### src/rtl/keypad_pkg.sv
// -----------------------------------------------------------------------------
// keypad_pkg
// Shared types and constants for the front-panel digit-entry stage.
//   kp_state_t       : debounce FSM states
//   DIGIT_MAX        : entry register depth (m:ss -> 3 digits)
//   TENS_MAX         : largest legal seconds-tens value
//   kp_is_onehot()   : true when exactly one keypad line is set
//   kp_onehot_to_bcd(): one-hot key code -> BCD digit
// -----------------------------------------------------------------------------
package keypad_pkg;

   typedef enum logic [1:0] {
      IDLE         = 2'd0,
      PRESS_WAIT   = 2'd1,
      HELD         = 2'd2,
      RELEASE_WAIT = 2'd3
   } kp_state_t;

   localparam int unsigned DIGIT_MAX = 3;
   localparam int unsigned TENS_MAX  = 5;

   function automatic logic kp_is_onehot(input logic [9:0] oh);
      // x & (x-1) clears the lowest set bit; zero afterwards means one bit set
      return (oh != '0) && ((oh & (oh - 10'd1)) == '0);
   endfunction

   function automatic logic [3:0] kp_onehot_to_bcd(input logic [9:0] oh);
      logic [3:0] bcd;
      bcd = '0;
      for (int unsigned i = 0; i < 10; i++) begin
         if (oh[i]) bcd = 4'(i);
      end
      return bcd;
   endfunction

endpackage

### src/rtl/keypad_debounce.sv
// -----------------------------------------------------------------------------
// keypad_debounce
// Debounces the ten raw keypad lines. A key is accepted once the same single
// key has been sampled DB_CYCLES times in a row; it must then be released for
// DB_CYCLES samples before another key can be accepted.
// Ports:
//   i_clk     : clock
//   i_rst_n   : asynchronous active-low reset
//   i_keys    : raw keypad lines, active high, bit n = digit n
//   i_en      : countdown running; forces HELD (entry locked out)
//   o_accept  : one-cycle accept, valid in the cycle before the accepting edge
//   o_code    : BCD code of the accepted key (qualified by o_accept)
// Parameters:
//   DB_CYCLES : samples required for press and for release, 1..15
// -----------------------------------------------------------------------------
module keypad_debounce
   import keypad_pkg::*;
#(
   parameter int unsigned DB_CYCLES = 4
) (
   input  logic       i_clk,
   input  logic       i_rst_n,
   input  logic [9:0] i_keys,
   input  logic       i_en,
   output logic       o_accept,
   output logic [3:0] o_code
);

   localparam logic [3:0] LP_DB = 4'(DB_CYCLES);

   kp_state_t  r_state;
   kp_state_t  w_state_nxt;
   logic [3:0] r_count;
   logic [3:0] w_count_nxt;
   logic [9:0] r_key_oh;
   logic [9:0] w_key_oh_nxt;
   logic       w_valid;
   logic       w_none;
   logic       w_accept;

   assign w_valid = kp_is_onehot(i_keys);
   assign w_none  = (i_keys == '0);

   always_ff @(posedge i_clk or negedge i_rst_n) begin
      if (!i_rst_n) begin
         r_state  <= IDLE;
         r_count  <= '0;
         r_key_oh <= '0;
      end else begin
         r_state  <= w_state_nxt;
         r_count  <= w_count_nxt;
         r_key_oh <= w_key_oh_nxt;
      end
   end

   always_comb begin
      w_state_nxt  = r_state;
      w_count_nxt  = r_count;
      w_key_oh_nxt = r_key_oh;
      w_accept     = 1'b0;
      if (i_en) begin
         // Parking in HELD means a key held across the end of the countdown
         // has to be released before it can count as a new press.
         w_state_nxt = HELD;
         w_count_nxt = '0;
      end else begin
         case (r_state)
            IDLE: begin
               if (w_valid) begin
                  w_key_oh_nxt = i_keys;
                  w_count_nxt  = 4'd1;
                  if (LP_DB == 4'd1) begin
                     w_accept    = 1'b1;
                     w_state_nxt = HELD;
                  end else begin
                     w_state_nxt = PRESS_WAIT;
                  end
               end
            end
            PRESS_WAIT: begin
               if (i_keys == r_key_oh) begin
                  w_count_nxt = r_count + 4'd1;
                  if (r_count + 4'd1 == LP_DB) begin
                     w_accept    = 1'b1;
                     w_state_nxt = HELD;
                  end
               end else begin
                  w_count_nxt = '0;
                  w_state_nxt = IDLE;
               end
            end
            HELD: begin
               if (w_none) begin
                  w_count_nxt = 4'd1;
                  w_state_nxt = (LP_DB == 4'd1) ? IDLE : RELEASE_WAIT;
               end
            end
            RELEASE_WAIT: begin
               if (w_none) begin
                  w_count_nxt = r_count + 4'd1;
                  if (r_count + 4'd1 == LP_DB) begin
                     w_count_nxt = '0;
                     w_state_nxt = IDLE;
                  end
               end else begin
                  w_count_nxt = '0;
                  w_state_nxt = HELD;
               end
            end
            default: begin
               w_count_nxt = '0;
               w_state_nxt = IDLE;
            end
         endcase
      end
   end

   // On the accepting sample the live keys equal the latched code (or are the
   // code being latched when DB_CYCLES is 1), so encode the live sample.
   assign o_accept = w_accept;
   assign o_code   = kp_onehot_to_bcd(i_keys);

endmodule

### src/rtl/keypad_entry.sv
// -----------------------------------------------------------------------------
// keypad_entry
// Front-panel digit-entry stage of the microwave timer. Debounced digits are
// shifted into a three-digit m:ss register; each accepted digit pulses loadn
// so the timer counters load the displayed value. Entry is locked out and the
// register cleared while the countdown runs (en high).
// Ports:
//   clock  : system clock, rising edge
//   clearn : asynchronous active-low reset / front-panel clear
//   keys   : raw keypad lines, active high, bit n = digit n
//   en     : countdown running
//   ones   : seconds-ones BCD digit
//   tens   : seconds-tens BCD digit
//   mins   : minutes BCD digit
//   loadn  : active-low one-cycle load strobe to the timer counters
//   err    : one-cycle pulse on a rejected key
//   digits : number of digits entered (0..3)
// Parameters:
//   DB_CYCLES : debounce sample count, 1..15
// Build option:
//   KEYPAD_TENS_CHECK_EN : reject a digit that would shift a value >5 into tens
// -----------------------------------------------------------------------------
module keypad_entry
   import keypad_pkg::*;
#(
   parameter int unsigned DB_CYCLES = 4
) (
   input  logic       clock,
   input  logic       clearn,
   input  logic [9:0] keys,
   input  logic       en,
   output logic [3:0] ones,
   output logic [3:0] tens,
   output logic [3:0] mins,
   output logic       loadn,
   output logic       err,
   output logic [1:0] digits
);

   logic       w_accept;
   logic [3:0] w_code;
   logic       w_full;
   logic       w_tens_bad;

   logic [3:0] r_ones;
   logic [3:0] r_tens;
   logic [3:0] r_mins;
   logic       r_loadn;
   logic       r_err;
   logic [1:0] r_digits;

   keypad_debounce #(
      .DB_CYCLES (DB_CYCLES)
   ) u_debounce (
      .i_clk    (clock),
      .i_rst_n  (clearn),
      .i_keys   (keys),
      .i_en     (en),
      .o_accept (w_accept),
      .o_code   (w_code)
   );

   assign w_full = (r_digits == 2'(DIGIT_MAX));

`ifdef KEYPAD_TENS_CHECK_EN
   assign w_tens_bad = (r_ones > 4'(TENS_MAX));
`else
   assign w_tens_bad = 1'b0;
`endif

   always_ff @(posedge clock or negedge clearn) begin
      if (!clearn) begin
         r_ones   <= '0;
         r_tens   <= '0;
         r_mins   <= '0;
         r_loadn  <= 1'b1;
         r_err    <= 1'b0;
         r_digits <= '0;
      end else begin
         r_loadn <= 1'b1;
         r_err   <= 1'b0;
         if (en) begin
            r_ones   <= '0;
            r_tens   <= '0;
            r_mins   <= '0;
            r_digits <= '0;
         end else if (w_accept) begin
            if (w_full || w_tens_bad) begin
               r_err <= 1'b1;
            end else begin
               r_mins   <= r_tens;
               r_tens   <= r_ones;
               r_ones   <= w_code;
               r_digits <= r_digits + 2'd1;
               r_loadn  <= 1'b0;
            end
         end
      end
   end

   assign ones   = r_ones;
   assign tens   = r_tens;
   assign mins   = r_mins;
   assign loadn  = r_loadn;
   assign err    = r_err;
   assign digits = r_digits;

endmodule

### config.mk
export PLATFORM = sky130hd
export DESIGN_NAME = keypad_entry
export DESIGN_NICKNAME = d
export VERILOG_FILES = /design/src/rtl/keypad_pkg.sv /design/src/rtl/keypad_debounce.sv /design/src/rtl/keypad_entry.sv
export SDC_FILE = /design/constraint.sdc
export NUM_CORES = 1
export LEC_CHECK = 0
export CAP_MARGIN = 20
export CORE_AREA = 8 8 74 76
export DETAILED_ROUTE_END_ITERATION = 7
export DIE_AREA = 0 0 82 84
export HOLD_SLACK_MARGIN = 0.1
export SLEW_MARGIN = 0
export SYNTH_ARGS = -nofsm -noshare
export SYNTH_HDL_FRONTEND = slang
export SYNTH_SLANG_ARGS = --single-unit
### constraint.sdc
create_clock -name clock -period 4.4 [get_ports clock]
set_clock_uncertainty 0.15 [all_clocks]
set_input_delay 0.66 -clock clock [delete_from_list [all_inputs] [get_ports clock]]
set_output_delay 0.66 -clock clock [all_outputs]
set_load 0.05 [all_outputs]
==> metrics.yaml <==
pwr:
  cellLeakagePower_nw: 0.967
  intPower_mw: 0.483
  p_comb_frac: 0.073
  p_sw_mw: 0.133
  ir_drop_mv: 0.181
  switching_share: 0.216
  p_clk_frac: 0.444
  pwr_density_cell_nw_per_um2: 292
  p_seq_frac: 0.482
timing:
  drv_slew: 0
  fmax_mhz: 303
  fin_crit_ns: 3.30
  timing.final.crit_share: 0.750
  max_slew_margin: 0.415
  setup-violations-final: 0
  rsz0062_at_grt: "no"
  worst_pin_slew_ns: 0.875
  hold_viol: 0
  tns_ns: 0
logic_synthesis:
  async_flop_share: 1.00
  synth.distinct_cells: 43
  synth_edf_count: 0
  synth_top_area_share: 0.460
  seq_area_frac_synth: 0.476
  synth_ff_type: "dfrtp_1"
  netlist_area_um2: 1690
  avgSynthCellArea_um2: 11.5
  ys_ff_latch: 32
  yosys.area.top_type: "dfrtp_1"
  synth_cells: 147
  synth_area_leaders: "dfrtp_1, mux2_4, a22o_1"
  synth_warnings: 0
  syn-num-nets: 163
worst_setup_path:
  cp_top_family: "simple AND/OR/NAND/NOR gates"
  worstPathRequired_ns: 4.42
  worstSetupEndpointType: "flop"
  cpPeakStageDelay_ns: 0.59
  timing.critical_path.fanout_max: 10
  crit_chain: "clkdlybuf4s50_1 -> or4_4 -> o21ai_1 -> nor4b_1 -> o21ai_1 -> or3_1 -> mux2_4"
  critPathLaunchType: "input pin"
  worstSetupPathType: "in2reg"
  critPathMostFrequentCell: "o21ai_1"
  arrival_ns: 3.32
  crit_buf_inv: 1
  crit_slowest_cell: "or3_1"
global_routing:
  grt_max_degree: 33
  grt_overflow: 0
  grt_pass1_wl_um: 6540
  groute.usage.overall: 0.119
  grt_pass1_vias: 1332
  antenna_found_initial: 0
drt:
  dr.pass1.iters: 4
  num_vias: 1275
  drt-total-wl_um: 3710
  drtIter0Drc: 64
  wire_per_inst_um: 16.2
  ant_nets: 0
  drc: 0
  viasPerCell: 5.57
placed_design:
  portBuffers: 28
  dp_hpwl_um: 2710
  gp_congestion: 0.805
cts:
  cts_buffers: 5
  clk_latency_ns: 0.28
  cts_buffer_depth: 2
  htree_levels: 2
  cts_resized: 0
  tritoncts: "built"
  ctsHoldBuffers: 0
  post_cts_buffers: 0
  path_clk_slew_ns: 0.07
  numClockSinks: 32
  cts_root_buf: "clkbuf_8"
final_layout:
  seqCellArea_um2: 802
  final_util: 0.494
  multiInputGateArea_um2: 820
  n_fill_cell: 394
  synthToLayoutAreaGrowth_pct: 25.0
  drive_gt1_frac: 0.158
  n_antenna_cell: 0
  num-nets-final: 192
flow_run:
  cap_violations: 0
floorplan:
  die_h_um: 84
  dieArea_um2: 6890
  start_util: 0.396
  io_pins: 29
  rows: 24
  core-area_um2: 4260
  die_x_um: 82
hold_path:
  hold_class: "reg2reg"
run_status:
  status: "finished, final reports clean"
==> state kept, by name, indices dropped and copies added, names as in the netlist <==
signal               count
digits                   2
err                      1
loadn                    1
mins                     4
ones                     4
tens                     4
u_debounce.r_count       4
u_debounce.r_key_oh     10
u_debounce.r_state       2
==> final cells by class <==
cell class / count / share of cell area
Clock inverter: 2 / 0.0166
Inverter: 5 / 0.00890
Tap cell: 52 / 0.0309
Clock buffer: 6 / 0.0344
Timing Repair Buffer: 30 / 0.140
Multi-Input combinational cell: 102 / 0.389
Sequential cell: 32 / 0.380
==> synth_stat cells, types with 2 or more instances <==
cell        n
clkbuf_1    5
or3_1       3
nor3_1      6
nor4_1      4
dfrtp_1    31
nor2b_1     3
nor4b_1     2
nand3_1     3
xnor2_1     2
nand2_1     6
nor2_1      5
ha_1        3
or2_2       2
o2bb2ai_1   2
a22o_1     11
o21bai_1    2
a21oi_1     4
mux2_4     10
xor2_1     10
a32o_1      2
inv_1       5
nand3b_1    2
buf_6       2
o21ai_1     3
==> cell usage in the layout (no fill, tap or decap), types with 3 or more instances in the layout <==
master / instances
dfrtp_1: 31
nor3_1: 6
xor2_1: 10
nor2_1: 5
nor4_1: 4
clkdlybuf4s50_1: 28
mux2_4: 10
or3_1: 3
o21ai_1: 3
ha_1: 3
clkbuf_8: 5
a21oi_1: 4
a22o_1: 11
inv_1: 5
nor2b_1: 3
nand3_1: 3
nand2_1: 6
==> logic make-up (layout without fill, tap and decap cells) <==
| logic type | count (synthesis) | count (layout) | share of synthesized area |
|---|---|---|---|
| compound gates | 33 | 33 | 0.153 |
| xor+xnor | 12 | 12 | 0.0623 |
| fa+ha+maj | 4 | 4 | 0.0282 |
| buf+inv | 13 | 43 | 0.0386 |
| flops | 32 | 32 | 0.476 |
| mux | 11 | 11 | 0.0957 |
| simple gates | 42 | 42 | 0.147 |
==> worst register-to-register path, cell delays in order, from the launching register on <==
cell and delay, ns:
dfrtp_1 0.43, ha_1 0.25, nor2b_1 0.15, a21oi_1 0.19
o32a_1 0.28, nor3_1 0.08, nor2_1 0.67, mux2_2 0.29
==> power groups by stage <==
stage	Sequential (mW)	Combinational, mW	Clock [mW]
2_1_floorplan	0.302	0.0216	0
3_3_place_gp	0.302	0.0444	0
3_5_place_dp	0.302	0.0455	0
4_1_cts	0.297	0.0458	0.282
5_1_grt	0.296	0.0504	0.294
6_report	0.297	0.0452	0.273
==> layer usage <==
layer	vias to the layer above	share of wire	GRT usage
met5	-	0	0
li1	598	-	-
met3	8	0.029	0.0334
met2	26	0.49	0.185
met4	0	0.016	0.0383
met1	643	0.46	0.152
==> path summary, 6_finish.rpt <==
check                                                     end                               from  cells after the start  slack (ns)
min in group asynchronous                 tens[1]$_DFFE_PN0P_                             clearn                      2        0.62
max in group asynchronous                     loadn$_DFF_PN1_                             clearn                      2        3.14
hold / removal                            mins[2]$_DFFE_PN0P_                mins[2]$_DFFE_PN0P_                      1        0.35
hold reg to reg                           mins[2]$_DFFE_PN0P_                mins[2]$_DFFE_PN0P_                      1        0.35
setup / recovery           u_debounce.r_key_oh[8]$_DFFE_PN0P_                            keys[3]                      7        1.10
setup reg to reg                        digits[0]$_DFFE_PN0P_  u_debounce.r_count[0]$_DFFE_PN0P_                      7        1.86
==> through the flow <==
stage	hold slack (ns)	power, mW	setup WS [ns]	cell area [µm²]	std cells
2_1_floorplan	0.214	0.323	1.71	1690	147
3_3_place_gp	0.334	0.346	0.917	2000	221
3_5_place_dp	0.332	0.348	0.827	2000	221
4_1_cts	0.360	0.624	1.13	2110	229
5_1_grt	0.385	0.641	0.981	2110	229
6_report	0.355	0.615	1.10	2110	229
Power figures use the tool's default switching activity.
